<file path="src/rtl/traffic_sensor_conditioner_if.sv">
// Bus between the raw loop-detector front-end and the traffic light controller.
//   inputs to the conditioner : sa_raw, sb_raw (asynchronous sensors),
//                               cnt_clr, fault_clr (synchronous clears)
//   outputs of the conditioner: sa, sb (presence), arrive_a/b (arrival pulses),
//                               count_a/b (saturating arrival counts),
//                               fault_a/b (sticky stuck-sensor flags)
// master = side that drives the sensors/clears, slave = the conditioner.
interface traffic_sensor_conditioner_if;
  logic       sa_raw;
  logic       sb_raw;
  logic       cnt_clr;
  logic       fault_clr;
  logic       sa;
  logic       sb;
  logic       arrive_a;
  logic       arrive_b;
  logic [7:0] count_a;
  logic [7:0] count_b;
  logic       fault_a;
  logic       fault_b;

  modport master (
    output sa_raw, sb_raw, cnt_clr, fault_clr,
    input  sa, sb, arrive_a, arrive_b, count_a, count_b, fault_a, fault_b
  );

  modport slave (
    input  sa_raw, sb_raw, cnt_clr, fault_clr,
    output sa, sb, arrive_a, arrive_b, count_a, count_b, fault_a, fault_b
  );
endinterface

</file>
<file path="src/rtl/traffic_sensor_conditioner.sv">
// Conditions the Street A / Street B loop-detector inputs for the traffic
// light controller: 2-flop synchronizer, debounce, hold stretch, saturating
// arrival counter and sticky stuck-sensor monitor per street.
// Ports:
//   clk    : system clock
//   resetn : synchronous active-low reset
//   bus    : slave side of traffic_sensor_conditioner_if (sensors, clears,
//            presence, arrival pulses/counts, fault flags)
// Channel 0 is Street A, channel 1 is Street B; the channels never interact.
module traffic_sensor_conditioner #(
  parameter int DEBOUNCE_CYCLES = 1_000_000,
  parameter int HOLD_CYCLES     = 20_000_000,
  parameter int STUCK_CYCLES    = 200_000_000,
  parameter int CNT_W           = 28
) (
  input logic                          clk,
  input logic                          resetn,
  traffic_sensor_conditioner_if.slave  bus
);
  localparam int NUM_CH = 2;
  localparam logic [CNT_W-1:0] DEB_LAST  = CNT_W'(DEBOUNCE_CYCLES - 1);
  localparam logic [CNT_W-1:0] HOLD_LAST = CNT_W'(HOLD_CYCLES - 1);
  localparam logic [CNT_W-1:0] STK_LAST  = CNT_W'(STUCK_CYCLES - 1);

  typedef enum logic [1:0] {IDLE, QUALIFY, PRESENT, HOLD} state_e;

  logic [NUM_CH-1:0]      raw, pres, arrive, fault;
  logic [NUM_CH-1:0][7:0] count;

  assign raw = {bus.sb_raw, bus.sa_raw};

  for (genvar g = 0; g < NUM_CH; g++) begin : g_ch
    logic           s1_q, sync_q;
    state_e         state_q, state_d;
    logic [CNT_W-1:0] cnt_q, cnt_d, stk_q, stk_d;
    logic           fault_q, fault_d, pres_q, pres_d, arrive_q, arrive_d;
    logic [7:0]     count_q, count_d;

    always_comb begin
      state_d  = state_q;
      cnt_d    = cnt_q;
      arrive_d = 1'b0;
      case (state_q)
        IDLE: if (sync_q) begin
          state_d = QUALIFY;
          cnt_d   = '0;
        end
        QUALIFY: begin
          if (!sync_q) state_d = IDLE;
          else if (cnt_q == DEB_LAST) begin
            state_d  = PRESENT;
            arrive_d = 1'b1;
          end else cnt_d = cnt_q + 1'b1;
        end
        PRESENT: if (!sync_q) begin
          state_d = HOLD;
          cnt_d   = '0;
        end
        HOLD: begin
          // Re-press inside the hold window is the same vehicle: no pulse.
          if (sync_q) state_d = PRESENT;
          else if (cnt_q == HOLD_LAST) state_d = IDLE;
          else cnt_d = cnt_q + 1'b1;
        end
        default: state_d = IDLE;
      endcase

      // Stuck monitor: counts consecutive PRESENT cycles; it parks at the
      // last value once the threshold is hit so it can never wrap.
      stk_d   = stk_q;
      fault_d = fault_q;
      if (state_q != PRESENT) stk_d = '0;
      else begin
        if (stk_q != STK_LAST) stk_d = stk_q + 1'b1;
        if (stk_q == STK_LAST) fault_d = 1'b1;
      end
      if (bus.fault_clr) begin
        fault_d = 1'b0;
        stk_d   = '0;
      end

      count_d = count_q;
      if (bus.cnt_clr) count_d = '0;
      else if (arrive_d && count_q != 8'hFF) count_d = count_q + 8'd1;

      // A faulty sensor forces presence so the street is never starved.
      pres_d = (state_d == PRESENT) || (state_d == HOLD) || fault_d;
    end

    always_ff @(posedge clk) begin
      if (!resetn) begin
        s1_q     <= 1'b0;
        sync_q   <= 1'b0;
        state_q  <= IDLE;
        cnt_q    <= '0;
        stk_q    <= '0;
        fault_q  <= 1'b0;
        pres_q   <= 1'b0;
        arrive_q <= 1'b0;
        count_q  <= '0;
      end else begin
        s1_q     <= raw[g];
        sync_q   <= s1_q;
        state_q  <= state_d;
        cnt_q    <= cnt_d;
        stk_q    <= stk_d;
        fault_q  <= fault_d;
        pres_q   <= pres_d;
        arrive_q <= arrive_d;
        count_q  <= count_d;
      end
    end

    assign pres[g]   = pres_q;
    assign arrive[g] = arrive_q;
    assign fault[g]  = fault_q;
    assign count[g]  = count_q;
  end

  assign bus.sa       = pres[0];
  assign bus.sb       = pres[1];
  assign bus.arrive_a = arrive[0];
  assign bus.arrive_b = arrive[1];
  assign bus.count_a  = count[0];
  assign bus.count_b  = count[1];
  assign bus.fault_a  = fault[0];
  assign bus.fault_b  = fault[1];
endmodule

</file>
<file path="src/flat_wrapper.sv">
// flat-port wrapper written by rule: the top's interface ports become plain ports
module traffic_sensor_conditioner_flat 
#(
  parameter int DEBOUNCE_CYCLES = 1_000_000,
  parameter int HOLD_CYCLES     = 20_000_000,
  parameter int STUCK_CYCLES    = 200_000_000,
  parameter int CNT_W           = 28
)
  (clk, resetn, bus_sa_raw, bus_sb_raw, bus_cnt_clr, bus_fault_clr, bus_sa, bus_sb, bus_arrive_a, bus_arrive_b, bus_count_a, bus_count_b, bus_fault_a, bus_fault_b);
  traffic_sensor_conditioner_if bus_i ();
  input logic clk;
  input logic resetn;
  input wire logic [$bits(bus_i.sa_raw)-1:0] bus_sa_raw;
  input wire logic [$bits(bus_i.sb_raw)-1:0] bus_sb_raw;
  input wire logic [$bits(bus_i.cnt_clr)-1:0] bus_cnt_clr;
  input wire logic [$bits(bus_i.fault_clr)-1:0] bus_fault_clr;
  output wire logic [$bits(bus_i.sa)-1:0] bus_sa;
  output wire logic [$bits(bus_i.sb)-1:0] bus_sb;
  output wire logic [$bits(bus_i.arrive_a)-1:0] bus_arrive_a;
  output wire logic [$bits(bus_i.arrive_b)-1:0] bus_arrive_b;
  output wire logic [$bits(bus_i.count_a)-1:0] bus_count_a;
  output wire logic [$bits(bus_i.count_b)-1:0] bus_count_b;
  output wire logic [$bits(bus_i.fault_a)-1:0] bus_fault_a;
  output wire logic [$bits(bus_i.fault_b)-1:0] bus_fault_b;
  assign bus_i.sa_raw = bus_sa_raw;
  assign bus_i.sb_raw = bus_sb_raw;
  assign bus_i.cnt_clr = bus_cnt_clr;
  assign bus_i.fault_clr = bus_fault_clr;
  assign bus_sa = bus_i.sa;
  assign bus_sb = bus_i.sb;
  assign bus_arrive_a = bus_i.arrive_a;
  assign bus_arrive_b = bus_i.arrive_b;
  assign bus_count_a = bus_i.count_a;
  assign bus_count_b = bus_i.count_b;
  assign bus_fault_a = bus_i.fault_a;
  assign bus_fault_b = bus_i.fault_b;
  traffic_sensor_conditioner #(.DEBOUNCE_CYCLES(DEBOUNCE_CYCLES), .HOLD_CYCLES(HOLD_CYCLES), .STUCK_CYCLES(STUCK_CYCLES), .CNT_W(CNT_W)) u_core (.clk(clk), .resetn(resetn), .bus(bus_i));
endmodule
</file>
<file path="config.mk">
export PLATFORM = sky130hd
export DESIGN_NAME = traffic_sensor_conditioner_flat
export DESIGN_NICKNAME = d
export VERILOG_FILES = /design/src/rtl/traffic_sensor_conditioner_if.sv /design/src/rtl/traffic_sensor_conditioner.sv /design/src/flat_wrapper.sv
export SDC_FILE = /design/constraint.sdc
export NUM_CORES = 1
export LEC_CHECK = 0
export CORE_UTILIZATION = 55
export CTS_CLUSTER_SIZE = 30
export DETAILED_ROUTE_END_ITERATION = 7
export HOLD_SLACK_MARGIN = 0.08
export PLACE_DENSITY_LB_ADDON = 0.2
export SLEW_MARGIN = 20
export SYNTH_ARGS = -nofsm -noshare
export SYNTH_HDL_FRONTEND = slang
export SYNTH_SLANG_ARGS = --single-unit
</file>
<file path="constraint.sdc">
create_clock -name clk -period 2.9 [get_ports clk]
set_input_delay 0.29 -clock clk [delete_from_list [all_inputs] [get_ports clk]]
set_output_delay 0.29 -clock clk [all_outputs]
set_load 0.01 [all_outputs]
</file>
-- Word level (Yosys, flattened, before mapping)
Index checks and enable logic that the tools add are counted.
- bits in registers: 142
- word-level logic and storage cells: 112
- add/subtract/negate cells: 6
- eq/ne operators: 34
- mux-type cells: 40
- bitwise gates (word level): 1
- reductions and logical operators: 13
- operators by type and width (cell ; number):
    $mux 28 ; 12
    $pmux 28 s4 ; 2
    $add 28x1->28 const B ; 4
    $eq 28x20->1 const B ; 2
    $eq 28x25->1 const B ; 2
    $eq 28x28->1 const B ; 2
    $ne 28x28->1 const B ; 2
    $mux 2 ; 12
    $ne 2x2->1 const B ; 10
    $add 8x1->8 const B ; 2
    $eq 2x2->1 const B ; 8
    $ne 8x8->1 const B ; 2
    $pmux 2 s4 ; 2
    $mux 1 ; 12
    $reduce_and 6->1 ; 2
    $ne 2x1->1 const B ; 4
    $reduce_or 3->1 ; 2
    $eq 2x1->1 const B ; 2
    $logic_not 2->1 ; 2
    $logic_or 1x1->1 ; 4
    $logic_and 1x1->1 ; 2
    $reduce_or 2->1 ; 1
    $not 1->1 ; 1

-- Longest topological paths before layout
Gate-level depths: netlist (run 1).
- depth after elaboration: 7
- mapped depth: 9
- depth with buffers taken out: 7

-- Worst setup path after synthesis (run 1)
No wires, ideal clock.
- path type: reg-to-reg
- from: register u_core.g_ch[0].cnt_q[0]
- to: register u_core.g_ch[0].cnt_q[8]
- library setup time: 129 ps
- data arrival time: 2342 ps
- required time: 2771 ps
- slack: 429 ps
- cell stages (with the launch flop): 9
- path through: dfxtp_1 -> ha_1 -> or4b_4 -> or4_4 -> o21bai_4 -> a211o_4 -> buf_6 -> xor2_1 -> nor2_1
- longest elaborated chain between the ends: 4
- RTL lines (item ; RTL line ; RTL):
    start, declared ; traffic_sensor_conditioner.sv:35 ; logic [CNT_W-1:0] cnt_q, cnt_d, stk_q, stk_d;
    start signal, assigned ; traffic_sensor_conditioner.sv:105 ; cnt_q <= cnt_d;
    $add 28x1->28 ; traffic_sensor_conditioner.sv:53, traffic_sensor_conditioner.sv:63 ;
    $mux 28, on equally long branches ; traffic_sensor_conditioner.sv:62, traffic_sensor_conditioner.sv:50 ;
    $mux 28, on equally long branches ; traffic_sensor_conditioner.sv:61, traffic_sensor_conditioner.sv:49 ;
    $pmux 28 s4 ; traffic_sensor_conditioner.sv:43 ; case (state_q)
Several ways; a longest one is shown, not always the timed one. The select of a mux whose other input is x is not followed.
A chain may end at the register's enable or synchronous reset.

-- Final worst setup path (run 1)
- from: register u_core.g_ch[0].cnt_q[0]
- to: register u_core.g_ch[0].count_q[3] (netlist: u_core.bus.count_a[3])
- longest elaborated chain between the ends: 5
- RTL lines (item ; RTL line ; RTL):
    $eq 28x20->1 ; traffic_sensor_conditioner.sv:50 ; else if (cnt_q == DEB_LAST) begin
    $mux 1 ; traffic_sensor_conditioner.sv:50 ;
    $mux 1 ; traffic_sensor_conditioner.sv:49 ; if (!sync_q) state_d = IDLE;
    $mux 1 ; traffic_sensor_conditioner.sv:43 ;
    $logic_and 1x1->1 ; traffic_sensor_conditioner.sv:84 ; else if (arrive_d && count_q != 8'hFF) count_d = count_q + 8'd1;
    end signal, assigned ; traffic_sensor_conditioner.sv:110 ; count_q <= count_d;
    end, declared ; traffic_sensor_conditioner.sv:37 ; logic [7:0] count_q, count_d;
Every way passes these cells.

==> results of run 1 <==
==> registers in the layout, indices dropped and copies added, names as in the netlist <==
signal and cells:
u_core.bus.arrive_a 1, u_core.bus.arrive_b 1, u_core.bus.count_a 8, u_core.bus.count_b 8, u_core.bus.fault_a 1, u_core.bus.fault_b 1
u_core.bus.sa 1, u_core.bus.sb 1, u_core.g_ch.cnt_q 56, u_core.g_ch.s1_q 2, u_core.g_ch.state_q 4, u_core.g_ch.stk_q 56
u_core.g_ch.sync_q 2
==> logic make-up after synthesis <==
logic type,Yosys count,share of synthesized area (%)
flip-flops,142,42.1
adder cells (fa/ha/maj),6,1.11
buffers and inverters,34,2.13
XOR/XNOR,87,11.3
multiplexers,5,0.741
AO/OA/AOI/OAI,97,9.89
AND/OR/NAND/NOR,415,32.8
==> layer usage <==
layer	part of all wire [%]	vias up	GRT usage [%]
met5	0	-	0
met4	1.4	0	10.3
met3	4.4	16	4.82
met2	47	121	38.5
met1	47	2719	28.5
li1	-	2862	-
==> where the power goes <==
| group | total, mW | internal [mW] | switching (mW) | leakage [nW] |
|---|---|---|---|---|
| Sequential | 1.96 | 1.95 | 0.00247 | 1.14 |
| Clock | 1.93 | 1.12 | 0.806 | 0.269 |
| Combinational | 0.0592 | 0.0202 | 0.0390 | 1.13 |
| Total | 3.95 | 3.10 | 0.848 | 2.54 |
==> metrics by stage <==
step	total power [mW]	instance area (um2)	setup WS (ns)	cells
detailed placement	2.06	7160	0.282	943
global route	4.07	7690	0.0819	974
finish	3.95	7690	0.263	974
global placement	2.06	7160	0.360	943
floorplan	2.04	6760	0.429	786
CTS	3.98	7690	0.274	974
==> worst min-delay path by stage <==
stage	from	to	slack [ns]	depth (start not counted)
after floorplan	u_core.g_ch[0].s1_q$_SDFF_PN0_	u_core.g_ch[0].sync_q$_SDFF_PN0_	0.41	1
after global placement	u_core.g_ch[0].s1_q$_SDFF_PN0_	u_core.g_ch[0].sync_q$_SDFF_PN0_	0.42	1
after detailed placement	u_core.g_ch[0].s1_q$_SDFF_PN0_	u_core.g_ch[0].sync_q$_SDFF_PN0_	0.42	1
after CTS	u_core.g_ch[0].s1_q$_SDFF_PN0_	u_core.g_ch[0].sync_q$_SDFF_PN0_	0.43	1
after global routing	u_core.g_ch[0].s1_q$_SDFF_PN0_	u_core.g_ch[0].sync_q$_SDFF_PN0_	0.45	1
final	u_core.g_ch[0].s1_q$_SDFF_PN0_	u_core.g_ch[0].sync_q$_SDFF_PN0_	0.44	1
==> cells in the final DEF (no fill, tap or decap), types with 4 or more instances in the layout <==
master           netlist  final
nand4b_1               4      4
a21boi_0               5      5
o211ai_1               5      5
or3_1                  9      9
nor3b_1                4      4
mux2i_1                5      5
buf_4                  0      8
clkinv_2               0      7
a21oi_1               26     26
and4_1                20     20
nand3_1               38     38
a211oi_1               8      8
o21ai_0               18     16
nor4_1                 8      8
or2_2                  6      6
nand2_1               67     67
and3_1                18     18
xnor2_1               39     39
nand3b_1               5      5
nor2b_1                6      6
clkinv_4               0      4
nand4_1               44     44
xor2_1                48     48
or4_1                  8      8
clkbuf_16              0     17
o21ai_1                2      4
a31o_2                 5      5
nor3_1                15     15
ha_1                   6      6
dfxtp_1              142    142
nor2_1               120    120
nor4b_1                7      7
and2_1                18     18
nand2b_1               7      7
clkdlybuf4s50_1        0     27
o21a_1                 5      5
inv_1                  9      9
==> layout make-up <==
cell class | instances | area, um2 | share of cell area, %
multi-input combinational | 610 | 3770 | 49.0
sequential | 142 | 2840 | 37.0
clock buffer | 20 | 457 | 5.94
tap | 147 | 184 | 2.39
timing repair buffer | 35 | 330 | 4.30
inverter | 9 | 33.8 | 0.439
clock inverter | 11 | 70.1 | 0.911
==> worst register-to-register path: stages (launching register included) <==
cell,delay [ns]
dfxtp_1,0.40
ha_1,0.25
or4b_4,0.49
or4_4,0.59
nor3_4,0.36
nand4_1,0.18
xor2_1,0.18
nor2_1,0.06
==> results.json, run 1 <==
{
  "cts_sinks": 142,
  "fillers": 1005,
  "wl_per_cell_um": 14.3,
  "path_delay_family": "simple AND/OR/NAND/NOR gates",
  "gp_congestion": 0.847,
  "finalWirelength_mm": 13.9,
  "path_buf_inv": 0,
  "grt_max_degree": 30,
  "grt_pass1_wl_mm": 23.8,
  "dieArea_mm2": 0.0127,
  "worstPathMaxFanout": 10,
  "r2r-end": "u_core.bus.count_a[3]$_SDFFE_PP0P_",
  "synth_common_cells": "dfxtp_1 (142), nor2_1 (120), nand2_1 (67)",
  "p_per_area_mw_per_mm2": 513,
  "ys_seq_elements": 142,
  "cp_data_arrival_time_ns": 2.92,
  "die_w_um": 113,
  "period_minus_slack_ns": 2.64,
  "fmaxAchievable_mhz": 379,
  "hold_buffers": 0,
  "rsz0062_at_grt": "false",
  "vias_per_cell": 5.87,
  "critPathLaunchType": "register",
  "final_util_pct": 64.0,
  "worstSetupPathType": "register to register",
  "synth.most_common_cell": "dfxtp_1",
  "crit_chain": "ha_1 > or4b_4 > or4_4 > nor3_4 > nand4_1 > xor2_1 > nor2_1",
  "r2r_cells": 7,
  "rr_startpoint": "u_core.g_ch[0].cnt_q[0]$_SDFFE_PN0P_",
  "vdd_drop_max_mv": 0.459,
  "io_buffer_count": 27,
  "async_flop_share_pct": 0,
  "initial_utilization_pct": 56.3,
  "finClkSkew_ns": 0.00814,
  "slowest_delay_ns": 0.59,
  "syn2layout_area_growth_pct": 13.8,
  "dr.pass1.iters": 5,
  "synth_area_leaders": "dfxtp_1 (42%), nor2_1 (6.7%), xor2_1 (6.2%), xnor2_1 (5.1%), nand4_1 (4.1%)",
  "setup_violations": 0,
  "synth_top_area_share_pct": 42.1,
  "hp-class": "register to register",
  "antenna_cells": 0,
  "numCtsBuffers": 17,
  "max_cap_violations": 0,
  "drive_gt1_share_pct": 7.86,
  "die_h_um": 113,
  "hold_slack_ns": 0.436,
  "status": "completed",
  "synthCells": 786,
  "hpwl_mm": 9.66,
  "setup.worst_path.end": "u_core.bus.count_a[3]$_SDFFE_PP0P_",
  "synth_edf_count": 0,
  "cts_root_buf": "clkbuf_16",
  "antenna_found_initial": 0,
  "hold_viol": 0,
  "slew_viol_final": 0,
  "worst_setup_path_end_kind": "register",
  "fp-row-count": 40,
  "drtIter0Drc": 426,
  "drc": 0,
  "finalCritPeriodShare_pct": 90.9,
  "synth_fp_nets": 798,
  "clock_latency_ns": 0.42,
  "ff2ff_setup_slack_ns": 0.26,
  "tns_ns": 0,
  "gr-usage-all-layers_pct": 23.0,
  "crit_cells": 7,
  "grt_pass1_vias": 5368,
  "worstMarginPinSlew_ns": 0.735,
  "crit_start": "u_core.g_ch[0].cnt_q[0]$_SDFFE_PN0P_",
  "clkTransAtPathRegs_ns": 0.06,
  "pin_count": 28,
  "htreeDepth": 4,
  "yosysSeqAreaShare_pct": 42.1,
  "synth_warnings": 0,
  "core_mm2": 0.0120,
  "synth_area_mm2": 0.00676,
  "cp.required_ns": 3.19,
  "nNetsFinal": 827,
  "ys.flop_type": "dfxtp_1",
  "crit_path_top_delay_cell": "or4_4",
  "post_cts_resize_count": 0,
  "vias": 5718,
  "clock_path_buffers": 2,
  "ant_nets": 0,
  "postCtsSetupBuffers": 0,
  "slew_headroom_pct": 50.7,
  "synth.avg_cell_area_um2": 8.60,
  "synth_cell_type_count": 61,
  "leakagePower_nw": 2.54,
  "synth_area_leader_cell": "dfxtp_1",
  "grt_overflow": 0,
  "cts_tree": "done"
}
Power figures use the tool's default switching activity.
==> run 2, diff against run 1 <==
--- a/config.mk
+++ b/config.mk
@@ -5,6 +5,7 @@
 export SDC_FILE = /design/constraint.sdc
 export NUM_CORES = 1
 export LEC_CHECK = 0
+export ABC_AREA = 0
 export CORE_UTILIZATION = 55
 export CTS_CLUSTER_SIZE = 30
 export DETAILED_ROUTE_END_ITERATION = 7
==> results of run 2 <==
Final layout, timing and power as in run 1 (identical DEF).
==> run 3, diff against run 2 <==
--- a/config.mk
+++ b/config.mk
@@ -10,7 +10,7 @@
 export CTS_CLUSTER_SIZE = 30
 export DETAILED_ROUTE_END_ITERATION = 7
 export HOLD_SLACK_MARGIN = 0.08
-export PLACE_DENSITY_LB_ADDON = 0.2
+export PLACE_DENSITY = 0.73
 export SLEW_MARGIN = 20
 export SYNTH_ARGS = -nofsm -noshare
 export SYNTH_HDL_FRONTEND = slang
==> results.json, run 3 (synthesis results as in run 1) <==
{
  "status": "completed",
  "gr-usage-all-layers_pct": 23.7,
  "worstSetupPathType": "register to register",
  "hp-class": "register to register",
  "die_w_um": 113,
  "cp.required_ns": 3.19,
  "finalWirelength_mm": 14.2,
  "cp_data_arrival_time_ns": 2.95,
  "antenna_cells": 0,
  "pin_count": 28,
  "dieArea_mm2": 0.0127,
  "p_per_area_mw_per_mm2": 565,
  "io_buffer_count": 27,
  "setup_ws_ns": 0.247,
  "ant_nets": 0,
  "vias": 5615,
  "numCtsBuffers": 17,
  "die_h_um": 113,
  "finClkSkew_ns": 0.00518,
  "fp-row-count": 40,
  "drc": 0,
  "finalInstanceArea_mm2": 0.00782,
  "nNetsFinal": 827,
  "max_cap_violations": 0,
  "cts_tree": "done",
  "hold_buffers": 0,
  "grt_overflow": 0,
  "fillers": 1001,
  "holdCritStartpoint": "u_core.g_ch[0].s1_q$_SDFF_PN0_",
  "reg_top3": "u_core.g_ch.cnt_q: 56 flops, u_core.g_ch.stk_q: 56 flops",
  "dr.pass1.iters": 5,
  "layout_common_cells": "dfxtp_1 (142), nor2_1 (120), nand2_1 (67)",
  "total_power_mw": 4.41,
  "slew_viol_final": 0,
  "grt_pass1_vias": 5366,
  "clock_latency_ns": 0.42,
  "tns_ns": 0,
  "worstMarginPinSlew_ns": 0.854,
  "pre_cts_ws_ns": 0.302,
  "critPathLaunchType": "register",
  "worstPathMaxFanout": 10,
  "clkTransAtPathRegs_ns": 0.06,
  "worst_setup_path_end_kind": "register",
  "cts_sinks": 142,
  "grt_pass1_wl_mm": 24.5,
  "wl_per_cell_um": 14.5,
  "placed_area_mm2": 0.00716,
  "fmaxAchievable_mhz": 377,
  "grt_max_degree": 30,
  "hpwl_mm": 9.70,
  "htreeDepth": 4,
  "cts_root_buf": "clkbuf_16",
  "gp_congestion": 0.854,
  "clock_path_buffers": 2,
  "antenna_found_initial": 0,
  "rsz0062_at_grt": "false",
  "hold_slack_ns": 0.434,
  "postCtsSetupBuffers": 0,
  "vias_per_cell": 5.76,
  "drtIter0Drc": 426,
  "rr_startpoint": "u_core.g_ch[0].cnt_q[0]$_SDFFE_PN0P_",
  "drive_gt1_share_pct": 7.86,
  "vdd_drop_max_mv": 0.460,
  "syn2layout_area_growth_pct": 15.7,
  "hold_viol": 0,
  "slew_headroom_pct": 42.7,
  "setup_violations": 0,
  "crit_start": "u_core.g_ch[0].cnt_q[0]$_SDFFE_PN0P_",
  "period_minus_slack_ns": 2.65,
  "finalCritPeriodShare_pct": 91.5,
  "post_cts_resize_count": 0,
  "initial_utilization_pct": 56.3,
  "final_common_cell": "dfxtp_1",
  "core_mm2": 0.0120,
  "leakagePower_nw": 2.59
}
==> run 3: changes by cell type in the layout (fill, tap and decap cells not counted), sizes merged <==
| cell | before | now |
|---|---|---|
| clkinv | 11 | 4 |
| bufinv | 0 | 5 |
| clkbuf | 20 | 21 |
| clkinvlp | 0 | 1 |
==> run 3: cell type report <==
| cell class | instances | area, um2 | area share (%) |
|---|---|---|---|
| Multi-Input combinational cell | 610 | 3770 | 48.2 |
| Clock buffer | 21 | 470 | 6.02 |
| Timing Repair Buffer | 35 | 330 | 4.23 |
| Sequential cell | 142 | 2840 | 36.4 |
| Inverter | 9 | 33.8 | 0.432 |
| Tap cell | 147 | 184 | 2.35 |
| Clock inverter | 10 | 185 | 2.37 |
==> run 3: layer usage <==
metal / vias to the layer above / GRT usage, % / routed length (um)
met1: 2639 / 29.3 / 6650
met5: - / 0 / 0
met4: 0 / 9.24 / 194
li1: 2859 / - / -
met3: 15 / 5.62 / 527
met2: 102 / 40.1 / 6800
==> run 3: worst max-delay path: stages, from the launching register on <==
cell and delay [ns]:
dfxtp_1 0.40, ha_1 0.25, or4b_4 0.49, or4_4 0.60, nor3_4 0.36, nand4_1 0.18, xor2_1 0.19, nor2_1 0.05
==> run 3: worst paths after layout <==
check	to	slack [ns]	cells past startpoint
max	u_core.bus.count_a[5]$_SDFFE_PP0P_	0.25	7
min	u_core.g_ch[0].sync_q$_SDFF_PN0_	0.43	1
max reg2reg	u_core.bus.count_a[5]$_SDFFE_PP0P_	0.25	7
min reg2reg	u_core.g_ch[0].sync_q$_SDFF_PN0_	0.43	1
==> run 3: power breakdown <==
part / switching, mW / total, mW / internal (mW)
clock: 0.808 / 2.40 / 1.59
combinational: 0.0396 / 0.0598 / 0.0202
sequential: 0.00252 / 1.96 / 1.95
total: 0.850 / 4.41 / 3.56
==> run 3: through the flow <==
step,util (%),cells
2_1_floorplan,-,786
3_3_place_gp,59.6,943
3_5_place_dp,59.6,943
4_1_cts,65.1,974
5_1_grt,65.1,974
6_report,65.1,974
